--- src/rtl/mem_arbiter.sv ---
`default_nettype none
// ============================================================================
// Module  : mem_arbiter
// Purpose : N-channel fixed-priority / round-robin arbiter in front of the
//           single enable/valid port of the SDRAM controller, with watchdog.
// Revision: 1.0 - initial release
// ============================================================================
module mem_arbiter #(
    parameter int NCH     = 2,
    parameter int ADDR_W  = 25,
    parameter int DATA_W  = 32,
    parameter int RR_MODE = 0,
    parameter int TIMEOUT = 1024
) (
    input  logic                   clk,
    input  logic                   rst_n,
    input  logic [NCH-1:0]         req_en,
    input  logic [NCH*ADDR_W-1:0]  req_addr,
    input  logic [NCH-1:0]         req_rw,
    input  logic [2*NCH-1:0]       req_oplen,
    input  logic [NCH-1:0]         req_unsigned,
    input  logic [NCH*DATA_W-1:0]  req_wdata,
    output logic [NCH-1:0]         rsp_valid,
    output logic                   rsp_err,
    output logic [DATA_W-1:0]      rsp_data,
    output logic                   m_enable,
    output logic                   m_rw,
    output logic                   m_unsigned,
    output logic [ADDR_W-1:0]      m_addr,
    output logic [1:0]             m_oplen,
    output logic [DATA_W-1:0]      m_wdata,
    input  logic                   m_valid,
    input  logic [DATA_W-1:0]      m_result,
    output logic [$clog2(NCH)-1:0] grant_id,
    output logic                   busy
);

    localparam int GID_W = $clog2(NCH);
    localparam int CNT_W = (TIMEOUT > 2) ? $clog2(TIMEOUT) : 1;
    localparam bit c_WDOG_EN = (TIMEOUT != 0);
    localparam logic [CNT_W-1:0] c_CNT_LAST = CNT_W'(TIMEOUT - 1);

    typedef enum logic [1:0] {
        S_IDLE  = 2'd0,
        S_ISSUE = 2'd1,
        S_RESP  = 2'd2
    } state_t;

    state_t             r_state, w_state_nxt;
    logic [CNT_W-1:0]   r_cnt, w_cnt_nxt;
    logic [GID_W-1:0]   r_last, w_last_nxt;

    logic [GID_W-1:0]   w_grant_nxt;
    logic               w_busy_nxt;
    logic [NCH-1:0]     w_rsp_valid_nxt;
    logic               w_rsp_err_nxt;
    logic [DATA_W-1:0]  w_rsp_data_nxt;
    logic               w_m_enable_nxt;
    logic               w_m_rw_nxt;
    logic               w_m_unsigned_nxt;
    logic [ADDR_W-1:0]  w_m_addr_nxt;
    logic [1:0]         w_m_oplen_nxt;
    logic [DATA_W-1:0]  w_m_wdata_nxt;

    int                 w_base;
    int                 w_idx;
    logic [GID_W-1:0]   w_sel;
    logic               w_found;
    logic [GID_W-1:0]   w_winner;
    logic [NCH-1:0]     w_onehot;

    // Scan from the highest offset down so the lowest offset from w_base wins.
    always_comb begin
        w_base   = 0;
        w_idx    = 0;
        w_sel    = '0;
        w_found  = 1'b0;
        w_winner = '0;
        if (RR_MODE != 0)
            w_base = (int'(r_last) == NCH - 1) ? 0 : int'(r_last) + 1;
        for (int k = NCH - 1; k >= 0; k--) begin
            w_idx = w_base + k;
            if (w_idx >= NCH)
                w_idx = w_idx - NCH;
            w_sel = GID_W'(w_idx);
            if (req_en[w_sel]) begin
                w_found  = 1'b1;
                w_winner = w_sel;
            end
        end
    end

    assign w_onehot = NCH'(1) << grant_id;

    always_comb begin
        w_state_nxt      = r_state;
        w_cnt_nxt        = r_cnt;
        w_last_nxt       = r_last;
        w_grant_nxt      = grant_id;
        w_busy_nxt       = busy;
        w_rsp_valid_nxt  = '0;
        w_rsp_err_nxt    = rsp_err;
        w_rsp_data_nxt   = rsp_data;
        w_m_enable_nxt   = m_enable;
        w_m_rw_nxt       = m_rw;
        w_m_unsigned_nxt = m_unsigned;
        w_m_addr_nxt     = m_addr;
        w_m_oplen_nxt    = m_oplen;
        w_m_wdata_nxt    = m_wdata;
        case (r_state)
            S_IDLE: begin
                if (w_found) begin
                    w_state_nxt      = S_ISSUE;
                    w_cnt_nxt        = '0;
                    w_last_nxt       = w_winner;
                    w_grant_nxt      = w_winner;
                    w_busy_nxt       = 1'b1;
                    w_m_enable_nxt   = 1'b1;
                    w_m_rw_nxt       = req_rw[w_winner];
                    w_m_unsigned_nxt = req_unsigned[w_winner];
                    w_m_addr_nxt     = req_addr[int'(w_winner)*ADDR_W +: ADDR_W];
                    w_m_oplen_nxt    = req_oplen[int'(w_winner)*2 +: 2];
                    w_m_wdata_nxt    = req_wdata[int'(w_winner)*DATA_W +: DATA_W];
                end
            end
            S_ISSUE: begin
                // A completion in the same cycle as the timeout takes precedence.
                if (m_valid) begin
                    w_state_nxt     = S_RESP;
                    w_m_enable_nxt  = 1'b0;
                    w_rsp_data_nxt  = m_result;
                    w_rsp_err_nxt   = 1'b0;
                    w_rsp_valid_nxt = req_en[grant_id] ? w_onehot : '0;
                end else if (c_WDOG_EN && (r_cnt == c_CNT_LAST)) begin
                    w_state_nxt     = S_RESP;
                    w_m_enable_nxt  = 1'b0;
                    w_rsp_data_nxt  = '0;
                    w_rsp_err_nxt   = 1'b1;
                    w_rsp_valid_nxt = req_en[grant_id] ? w_onehot : '0;
                end else begin
                    w_cnt_nxt = r_cnt + 1'b1;
                end
            end
            S_RESP: begin
                w_state_nxt = S_IDLE;
                w_cnt_nxt   = '0;
                w_busy_nxt  = 1'b0;
            end
            default: begin
                w_state_nxt = S_IDLE;
            end
        endcase
    end

    always_ff @(posedge clk or negedge rst_n) begin
        if (!rst_n) begin
            r_state    <= S_IDLE;
            r_cnt      <= '0;
            r_last     <= GID_W'(NCH - 1);
            grant_id   <= '0;
            busy       <= 1'b0;
            rsp_valid  <= '0;
            rsp_err    <= 1'b0;
            rsp_data   <= '0;
            m_enable   <= 1'b0;
            m_rw       <= 1'b0;
            m_unsigned <= 1'b0;
            m_addr     <= '0;
            m_oplen    <= '0;
            m_wdata    <= '0;
        end else begin
            r_state    <= w_state_nxt;
            r_cnt      <= w_cnt_nxt;
            r_last     <= w_last_nxt;
            grant_id   <= w_grant_nxt;
            busy       <= w_busy_nxt;
            rsp_valid  <= w_rsp_valid_nxt;
            rsp_err    <= w_rsp_err_nxt;
            rsp_data   <= w_rsp_data_nxt;
            m_enable   <= w_m_enable_nxt;
            m_rw       <= w_m_rw_nxt;
            m_unsigned <= w_m_unsigned_nxt;
            m_addr     <= w_m_addr_nxt;
            m_oplen    <= w_m_oplen_nxt;
            m_wdata    <= w_m_wdata_nxt;
        end
    end

endmodule
`default_nettype wire

--- config.mk ---
export PLATFORM = sky130hd
export DESIGN_NAME = mem_arbiter
export DESIGN_NICKNAME = d
export VERILOG_FILES = /design/src/rtl/mem_arbiter.sv
export SDC_FILE = /design/constraint.sdc
export NUM_CORES = 1
export LEC_CHECK = 0
export ABC_AREA = 1
export BUFFER_PORTS_ARGS = -buffer_cell sky130_fd_sc_hd__buf_4
export CORE_MARGIN = 5
export CORE_UTILIZATION = 49
export CTS_CLUSTER_DIAMETER = 30
export CTS_CLUSTER_SIZE = 10
export DETAILED_ROUTE_END_ITERATION = 8
export PLACE_DENSITY_LB_ADDON = 0.3
export SYNTH_ARGS = -nofsm -noshare
export SYNTH_HDL_FRONTEND = slang
export SYNTH_SLANG_ARGS = --single-unit
--- constraint.sdc ---
create_clock -name clk -period 2.34 [get_ports clk]
set_clock_uncertainty 0.1 [all_clocks]
set_input_delay 0.468 -clock clk [delete_from_list [all_inputs] [get_ports clk]]
set_output_delay 0.468 -clock clk [all_outputs]
set_load 0.005 [all_outputs]
==> impl_metrics.csv, run 1 <==
group,metric,value,unit
status,status,"finished, final reports clean",
floorplanning,dieArea,12200,µm²
timing,fin_crit_sh,76.3,%
clock_tree,cts-buffers-inserted,9,
critical_path,startpoint_type,"register",
route,avgViaCountPerCell,5.14,
clock_tree,cts_resized,0,
synth,synth_nets,755,
critical_path,crit_path_end_kind,"register",
clock_tree,cts_tree,"done",
timing,max_freq,0.560,GHz
placement,hpwlAfterDp,11800,µm
placement,portBuffers,257,
critical_path,crit_arrival,1.93,ns
timing,fin_crit,1.79,ns
timing,slew_headroom,64.0,%
finish,area_delta_synth_final,44.2,%
finish,regArea,2780,µm²
finish,num-nets-final,1000,
synth,synth-main-ff-cell,"dfrtp_1",
critical_path,crit_fanout,36,
global_routing,grt.total_usage,25.7,%
clock_tree,cts.repair_timing.setup_buffer_count,0,
global_routing,grt_max_degree,61,
placement,detailedPlace.worstSlack,0.545,ns
power_and_ir_drop,p_total,7.94,mW
floorplanning,rows,36,
synth,seq_area_frac_synth,56.2,%
floorplanning,die_w,110,µm
worst_hold_path,hp-class,"input pin to register",
placement,routabilityCongestion,0.835,
floorplanning,die_h,110,µm
timing,rsz0062_at_grt,"false",
finish,antennaDiodeCount,0,
synth,async_flop_share,100,%
power_and_ir_drop,p_per_area,1110,nW/µm²
synth,synthCells,595,
clock_tree,cts_hold_buf,1,
synth,syn-mean-instance-area,8.31,µm²
route,drt_iter0_drc,498,
clock_tree,clk_pin_slew,0.11,ns
clock_tree,clock_latency,0.37,ns
finish,multi_input_area,1910,µm²
floorplanning,ios,258,
finish,nFillCells,738,
synth,synth_warnings,0,
route,route.vias.total,5030,
job,cap_violations,0,
timing,hold_viol,0,
global_routing,globalRouteOverflowTotal,0,
critical_path,critPathKind,"register to register",
route,final_antenna_net_count,0,
floorplanning,initial_utilization,50.4,%
timing,tightest_slew,0.539,ns
power_and_ir_drop,irDropWorstVdd,0.000664,V
route,post_drt_wl_per_cell,16.0,µm
finish,final_util,72.6,%
timing,setup_slack,0.555,ns
timing,drv_slew,0,
timing,setup_viol,0,
timing,setup_tns,0,ns
route,drc,0,
synth,mappedNetlistArea,4940,µm²
finish,finalNonFillerCells,978,
finish,drive_above_1_share,35.4,%
synth,synth_enable_flop_cells,0,
clock_tree,clockBufferDepth,2,
synth,synth-seq-cells,111,
global_routing,grt_pass1_wl,25900,µm
clock_tree,htreeDepth,3,
route,dr.pass1.iters,5,
floorplanning,core_region_area,9820,µm²
critical_path,worstPathRequired,2.48,ns
power_and_ir_drop,p_leak,3.64,nW
global_routing,antenna_found_initial,0,
placement,placed_cells,961,
route,drt-total-wl,15700,µm
global_routing,grt_pass1_vias,5178,
synth,synth_cell_types,23,
clock_tree,cts.sinks,111,
clock_tree,cts_root_buf,"clkbuf_8",
## worst paths after layout
| check | start | end | slack [ns] | cells after the start |
|---|---|---|---|---|
| max | r_cnt[0] | rsp_err | 0.55 | 9 |
| min | m_result[2] | rsp_data[2] | 0.18 | 3 |
| max reg2reg | r_cnt[0] | rsp_err | 0.55 | 9 |
| min reg2reg | rsp_data[5] | rsp_data[5] | 0.39 | 2 |
| max in group asynchronous | rst_n | r_cnt[6] | 0.94 | 3 |
| min in group asynchronous | rst_n | r_state[1] | 0.51 | 2 |
## flip-flops by register name, indices dropped and copies added (netlist names)
name        flops
rsp_data       32
m_enable        1
grant_id        1
m_addr         25
rsp_valid       2
r_state         2
r_cnt          10
busy            1
m_unsigned      1
m_oplen         2
rsp_err         1
m_rw            1
m_wdata        32
## kinds of logic after synthesis
kind of cell,Yosys count,share of synthesized area (%)
AND/OR/NAND/NOR,303,24.3
adder cells (fa/ha/maj),1,0.253
XOR/XNOR,1,0.177
flip-flops,111,56.2
buffers and inverters,46,5.49
AO/OA/AOI/OAI,133,13.6
## critical path: stages, from the launching register on
cell	delay (ns)
dfrtp_1	0.42
ha_1	0.22
nand2_1	0.13
nor2_2	0.08
nand3_2	0.09
nand2_2	0.07
nand2_4	0.29
inv_1	0.10
nor2_1	0.10
nor2_1	0.05
## routing by layer
layer	vias up	global-route usage, %	wire, µm
li1	2390	-	-
met1	2329	31.4	6010
met2	271	42.2	7700
met3	40	7.88	1410
met4	0	10.7	571
met5	-	0	0
## cell usage after synthesis, types with 2 or more instances
cell type,count,area (µm²)
buf_2,20,100
nand2_2,4,25.0
nor2_1,79,297
nand3_1,7,35.0
buf_6,8,90.1
buf_4,3,22.5
nor2_2,2,12.5
inv_1,9,33.8
o21ai_0,4,20.0
nand2_4,3,33.8
nand2_1,205,769
dfrtp_1,111,2780
a21oi_1,126,631
inv_2,5,18.8
## layout by cell type, fill, tap and decap left out, drive strengths merged, types with 4 or more instances in the layout
cell type / n
o21ai: 5
clkbuf: 10
nor2: 81
a21oi: 126
inv: 16
dfrtp: 111
nand2: 212
clkinvlp: 4
nand3: 8
buf: 264
## area by class of cell
cell class                 instances  area share (%)
inverter                          15           0.825
sequential                       111            38.9
clock inverter                     6           0.614
clock buffer                      10            1.93
tap                              133            2.33
timing repair buffer             265            28.6
multi-input combinational        438            26.7
## metrics by stage
stage,area [µm²],hold slack [ns]
after floorplan,4940,0.0724
after global placement,6940,0.356
after detailed placement,6940,0.367
after CTS,7130,0.173
after global routing,7130,0.171
final,7130,0.184
## power breakdown
group / total, mW / leakage [nW] / internal (mW) / switching [mW]
Combinational: 3.54 / 2.25 / 1.77 / 1.78
Sequential: 3.32 / 1.31 / 2.78 / 0.541
Clock: 1.08 / 0.0809 / 0.419 / 0.661
Total: 7.94 / 3.64 / 4.96 / 2.98
Note: power is estimated with default switching activity, not from simulation.
==> inputs of run 2 (changes only) <==
Settings changed: CORE_UTILIZATION 49 to 41.
Clock period 2.34 ns to 1.6 ns, I/O delays scaled along.
==> run 2 against run 1 <==
  * Utilization shrank 9.7 points
  * Critical path depth stayed put
  * Sequential cell count did not move
  * Final area is 5.1% higher
  * Sequential power rose by 45%
  * Non-clock buffer count rose by 13
  * Cell count rose by 2.8%
  * Global-route usage down 4.3 points
  * Clock power up 94%
  * Hold slack worse by 0.11 ns
  * Largest power group unchanged
  * First-iteration DRC count is 38% lower
  * Critical endpoint is now rsp_data[21]
  * Highest routed layer unchanged
==> impl_metrics.csv, run 2 (synthesized netlist as in run 1, its figures left out) <==
group,metric,value,unit
status,status,"finished, final reports clean",
timing,tightest_slew,0.377,ns
timing,fin_crit_sh,97.7,%
finish,top_regs,"m_wdata (32), rsp_data (32), m_addr (25)",
floorplanning,die_w,120,µm
floorplanning,rows,40,
clock_tree,clock_latency,0.34,ns
global_routing,antenna_found_initial,0,
power_and_ir_drop,irDropWorstVdd,0.000789,V
timing,slew_headroom,74.8,%
critical_path,worstPathRequired,1.74,ns
critical_path,startpoint_type,"register",
placement,detailedPlace.worstSlack,0.0249,ns
timing,drv_slew,0,
clock_tree,cts-buffers-inserted,9,
finish,nFillCells,974,
critical_path,cp_slowest_cell,"dfrtp_1",
critical_path,cp_num_buf_inv,1,
route,maxUsedRoutingLayer,"met4",
power_and_ir_drop,p_per_area,1670,nW/µm²
clock_tree,htreeDepth,3,
power_and_ir_drop,p_total,12.5,mW
job,cap_violations,0,
worst_hold_path,hp-class,"input pin to register",
finish,drive_above_1_share,37.2,%
floorplanning,initial_utilization,41.5,%
timing,max_freq,0.640,GHz
critical_path,crit_family,"simple AND/OR/NAND/NOR gates",
floorplanning,core_region_area,11900,µm²
route,drt_iter0_drc,308,
timing,timing.hold.ws,0.0722,ns
route,final_antenna_net_count,0,
critical_path,critPathKind,"register to register",
critical_path,crit_path_cell_trace,"ha_2 > nand2_2 > nor2_4 > nand3_2 > nand2_2 > nand2_4 > clkbuf_16 > nand2_1 > nand2_1",
clock_tree,clockBufferDepth,2,
global_routing,grt_pass1_vias,5100,
finish,finalNonFillerCells,1005,
route,drc,0,
route,wl_met1,6270,µm
global_routing,grt_pass1_wl,24800,µm
clock_tree,clk_pin_slew,0.07,ns
placement,routabilityCongestion,0.901,
critical_path,crit_path_end_kind,"register",
clock_tree,cts_tree,"done",
critical_path,crit_arrival,1.70,ns
finish,num-nets-final,1013,
critical_path,critical-path-max-stage-delay,0.39,ns
timing,setup_slack,0.0364,ns
floorplanning,ios,258,
timing,fin_crit,1.56,ns
placement,hpwlAfterDp,11800,µm
timing,setup_tns,0,ns
global_routing,grt.total_usage,21.4,%
timing,hold_viol,0,
finish,mostFrequentLayoutCell,"buf_4",
route,avgViaCountPerCell,4.96,
finish,final_cell_mix,"264 x buf_4, 201 x nand2_1, 125 x a21oi_1, 111 x dfrtp_1, 76 x nor2_1",
floorplanning,dieArea,14400,µm²
placement,portBuffers,257,
critical_path,crit_fanout,17,
finish,antennaDiodeCount,0,
route,route.met3.wl,1360,µm
power_and_ir_drop,p_leak,3.81,nW
route,dr_wl_met2,7750,µm
timing,setup_viol,0,
route,post_drt_wl_per_cell,15.6,µm
global_routing,globalRouteOverflowTotal,0,
floorplanning,die_h,120,µm
clock_tree,cts.sinks,111,
route,drt-total-wl,15700,µm
clock_tree,cts_root_buf,"clkbuf_16",
route,route.vias.total,4985,
route,dr.pass1.iters,4,
placement,placed_cells,985,
global_routing,grt_max_degree,46,
finish,area_delta_synth_final,51.5,%
[run 2: cell types whose count changed in the layout (fill, tap and decap cells not counted), moves of 4 or more]
cell / previous run / this run
buf_12: 4 / 12
clkbuf_16: 0 / 10
buf_4: 260 / 264
clkbuf_8: 10 / 0
clkinvlp_4: 4 / 0
[run 2: tightest hold or removal path, cell delays in order]
cell     delay (ns)
buf_4          0.07
nand2_1        0.04
nand2_1        0.05
[run 2: power breakdown]
| group | switching (mW) | total, mW | internal (mW) |
|---|---|---|---|
| clock network | 1.02 | 2.09 | 1.07 |
| logic | 2.70 | 5.58 | 2.88 |
| registers | 0.734 | 4.80 | 4.07 |
| total | 4.45 | 12.5 | 8.02 |
[run 2: what timing repair did]
item / in CTS / in global routing
resized for setup: 0 / 10
endpoints found under the hold margin: 23 / 0
hold buffers: 1 / 0
setup buffers: 0 / 2
setup endpoints to repair: 0 / 92
[run 2: layer usage]
metal | track usage [%] | up-vias
met4 | 8.73 | 0
met5 | 0 | -
met2 | 36.8 | 219
met3 | 5.70 | 24
met1 | 25.5 | 2318
li1 | - | 2424
[run 2: final timing paths]
path / from / end / slack (ns) / cells after the start
max in group asynchronous: rst_n / m_wdata[6] / 0.49 / 3
min in group asynchronous: rst_n / m_wdata[18] / 0.34 / 2
max: r_cnt[1] / rsp_data[21] / 0.04 / 9
min reg2reg: rsp_data[30] / rsp_data[30] / 0.38 / 2
max reg2reg: r_cnt[1] / rsp_data[21] / 0.04 / 9
min: m_result[4] / rsp_data[4] / 0.07 / 3
[run 2: layout make-up]
| cell class | count | area [µm²] | area share, % |
|---|---|---|---|
| clock buffers | 10 | 229 | 3.06 |
| clock inverters | 6 | 45.0 | 0.601 |
| inverters | 15 | 58.8 | 0.785 |
| multi-input cells | 438 | 1940 | 25.9 |
| flip-flops and latches | 111 | 2780 | 37.1 |
| well taps | 147 | 184 | 2.45 |
| repair buffers | 278 | 2260 | 30.1 |
[run 2: stage by stage]
stage | utilization [%] | instance area [µm²]
2_1_floorplan | - | 4940
3_3_place_gp | 59.9 | 7130
3_5_place_dp | 59.9 | 7130
4_1_cts | 62.3 | 7420
5_1_grt | 62.9 | 7490
6_report | 62.9 | 7490
==> inputs of run 3 (changes only) <==
--- a/config.mk
+++ b/config.mk
@@ -11,3 +11,2 @@
 export CORE_UTILIZATION = 41
-export CTS_CLUSTER_DIAMETER = 30
 export CTS_CLUSTER_SIZE = 10
==> constraint.sdc (replaced) <==
create_clock -name clk -period 1.6 [get_ports clk]
set_clock_uncertainty 0.1 [all_clocks]
set_input_delay 0.08 -clock clk [delete_from_list [all_inputs] [get_ports clk]]
set_output_delay 0.08 -clock clk [all_outputs]
set_load 0.005 [all_outputs]
==> run 3 against run 2 <==
  * Global-route usage increased by 6.8 points
  * Total power increased by 6.3%
  * Sequential share of layout area decreased by 6.3 points
  * Cell count increased by 16%
  * Setup slack about the same
  * Combinational power increased by 11%
  * Sequential cell count unchanged
  * Largest power group unchanged
==> impl_metrics.csv, run 3 (synthesized netlist as in run 1, its figures left out) <==
group,metric,value,unit
status,status,"finished, final reports clean",
global_routing,antenna_found_initial,0,
global_routing,grt_max_degree,112,
route,drt_iter0_drc,542,
route,dr.pass1.iters,6,
timing,tightest_slew,0.618,ns
route,drt-total-wl,20600,µm
clock_tree,clockBufferDepth,2,
timing,max_freq,0.640,GHz
finish,num-nets-final,1172,
critical_path,cp_slowest_cell,"dfrtp_1",
placement,hpwlAfterDp,11400,µm
finish,multi_input_area,1940,µm²
timing,setup_slack,0.0365,ns
finish,top_regs,"m_wdata (32), rsp_data (32), m_addr (25)",
critical_path,crit_fanout,16,
global_routing,globalRouteOverflowTotal,0,
finish,final_cell_mix,"270 x buf_4, 202 x nand2_1, 158 x dlygate4sd3_1, 125 x a21oi_1, 111 x dfrtp_1",
finish,area_delta_synth_final,82.7,%
route,route.vias.total,6079,
worst_hold_path,hp-class,"input pin to asynchronous set/reset pin",
route,final_antenna_net_count,0,
floorplanning,die_w,120,µm
power_and_ir_drop,p_per_area,1470,nW/µm²
floorplanning,die_h,120,µm
floorplanning,rows,40,
timing,slew_headroom,58.8,%
clock_tree,clk_pin_slew,0.07,ns
timing,rsz0062_at_grt,"true",
clock_tree,cts-buffers-inserted,9,
critical_path,worstPathRequired,1.74,ns
route,avgViaCountPerCell,5.22,
finish,mostFrequentLayoutCell,"buf_4",
finish,nFillCells,712,
floorplanning,initial_utilization,41.5,%
timing,setup_tns,0,ns
timing,hold_viol,0,
critical_path,critPathKind,"register to register",
placement,routabilityCongestion,0.847,
clock_tree,clock_latency,0.35,ns
clock_tree,htreeDepth,3,
timing,fin_crit_sh,97.7,%
floorplanning,core_region_area,11900,µm²
critical_path,crit_path_cell_trace,"ha_2 > nand2_2 > nor2_4 > nand3_2 > nand2_2 > nand2_4 > clkbuf_16 > nand2_1 > nand2_1",
timing,drv_slew,0,
timing,fin_crit,1.56,ns
route,post_drt_wl_per_cell,17.7,µm
finish,drive_above_1_share,31.2,%
clock_tree,cts_tree,"done",
critical_path,crit_path_end_kind,"register",
finish,regArea,2780,µm²
critical_path,crit_arrival,1.71,ns
placement,detailedPlace.worstSlack,-0.00243,ns
power_and_ir_drop,irDropWorstVdd,0.000802,V
clock_tree,cts_root_buf,"clkbuf_16",
job,cap_violations,0,
global_routing,grt_pass1_vias,6305,
power_and_ir_drop,p_leak,4.45,nW
timing,setup_viol,0,
global_routing,grt_pass1_wl,32100,µm
critical_path,startpoint_type,"register",
critical_path,critical-path-max-stage-delay,0.37,ns
placement,portBuffers,257,
floorplanning,ios,258,
clock_tree,cts.sinks,111,
floorplanning,dieArea,14400,µm²
route,drc,0,
global_routing,grt.total_usage,28.2,%
[run 3: area by class of cell]
cell class | count | area share [%]
antenna | 1 | 0.0277
clock buffer | 11 | 2.58
clock inverter | 4 | 0.526
inverter | 15 | 0.651
multi-input combinational | 438 | 21.4
sequential | 111 | 30.8
tap | 147 | 2.04
timing repair buffer | 437 | 42.0
[run 3: metal layers]
| layer | track usage, % | up-vias | part of all wire (%) |
|---|---|---|---|
| li1 | - | 2731 | - |
| met1 | 32.9 | 2825 | 37 |
| met2 | 46.4 | 423 | 47 |
| met3 | 7.73 | 100 | 9.8 |
| met4 | 17.2 | 0 | 5.9 |
| met5 | 0 | - | 0 |
[run 3: metrics by stage]
step                power [mW]  utilization, %  cells  instance area (µm²)  hold WS [ns]
floorplan                 7.22               -    595                 4940        -0.316
global placement          10.1            59.5    985                 7080         0.101
detailed placement        10.3            59.5    985                 7080         0.113
CTS                       12.8            75.2   1158                 8950         0.285
global route              14.1            75.8   1163                 9030         0.351
finish                    13.3            75.8   1164                 9030         0.241
[run 3: power breakdown]
part           switching, mW  internal, mW  total (mW)  leakage [nW]
registers              0.826          4.07        4.90          1.31
logic                   3.08          3.11        6.19          3.01
clock network          0.982          1.20        2.18         0.135
total                   4.89          8.38        13.3          4.45
[run 3: critical path: cells and delay by family (launching register included)]
kind	cells	cell delay, ns
buf+inv	1	0.19
simple gates	7	0.61
fa+ha+maj	1	0.19
flops	1	0.37
[run 3: worst paths after layout]
path                               from           end  slack (ns)  cells after the start
min reg2reg                rsp_data[29]  rsp_data[29]        0.38                      2
max                            r_cnt[1]  rsp_data[18]        0.04                      9
max reg2reg                    r_cnt[1]  rsp_data[18]        0.04                      9
min in group clk           rsp_data[29]  rsp_data[29]        0.38                      2
min                               rst_n   m_wdata[20]        0.24                      3
max in group asynchronous         rst_n   m_wdata[29]        0.66                      3
[run 3: timing repair]
action | CTS | global route
gates cloned | 0 | 1
setup buffers | 0 | 4
hold endpoints to repair | 207 | 0
pin swaps | 0 | 1
endpoints found under the setup margin | 9 | 48
hold buffers | 158 | 0
gates resized for setup | 2 | 6
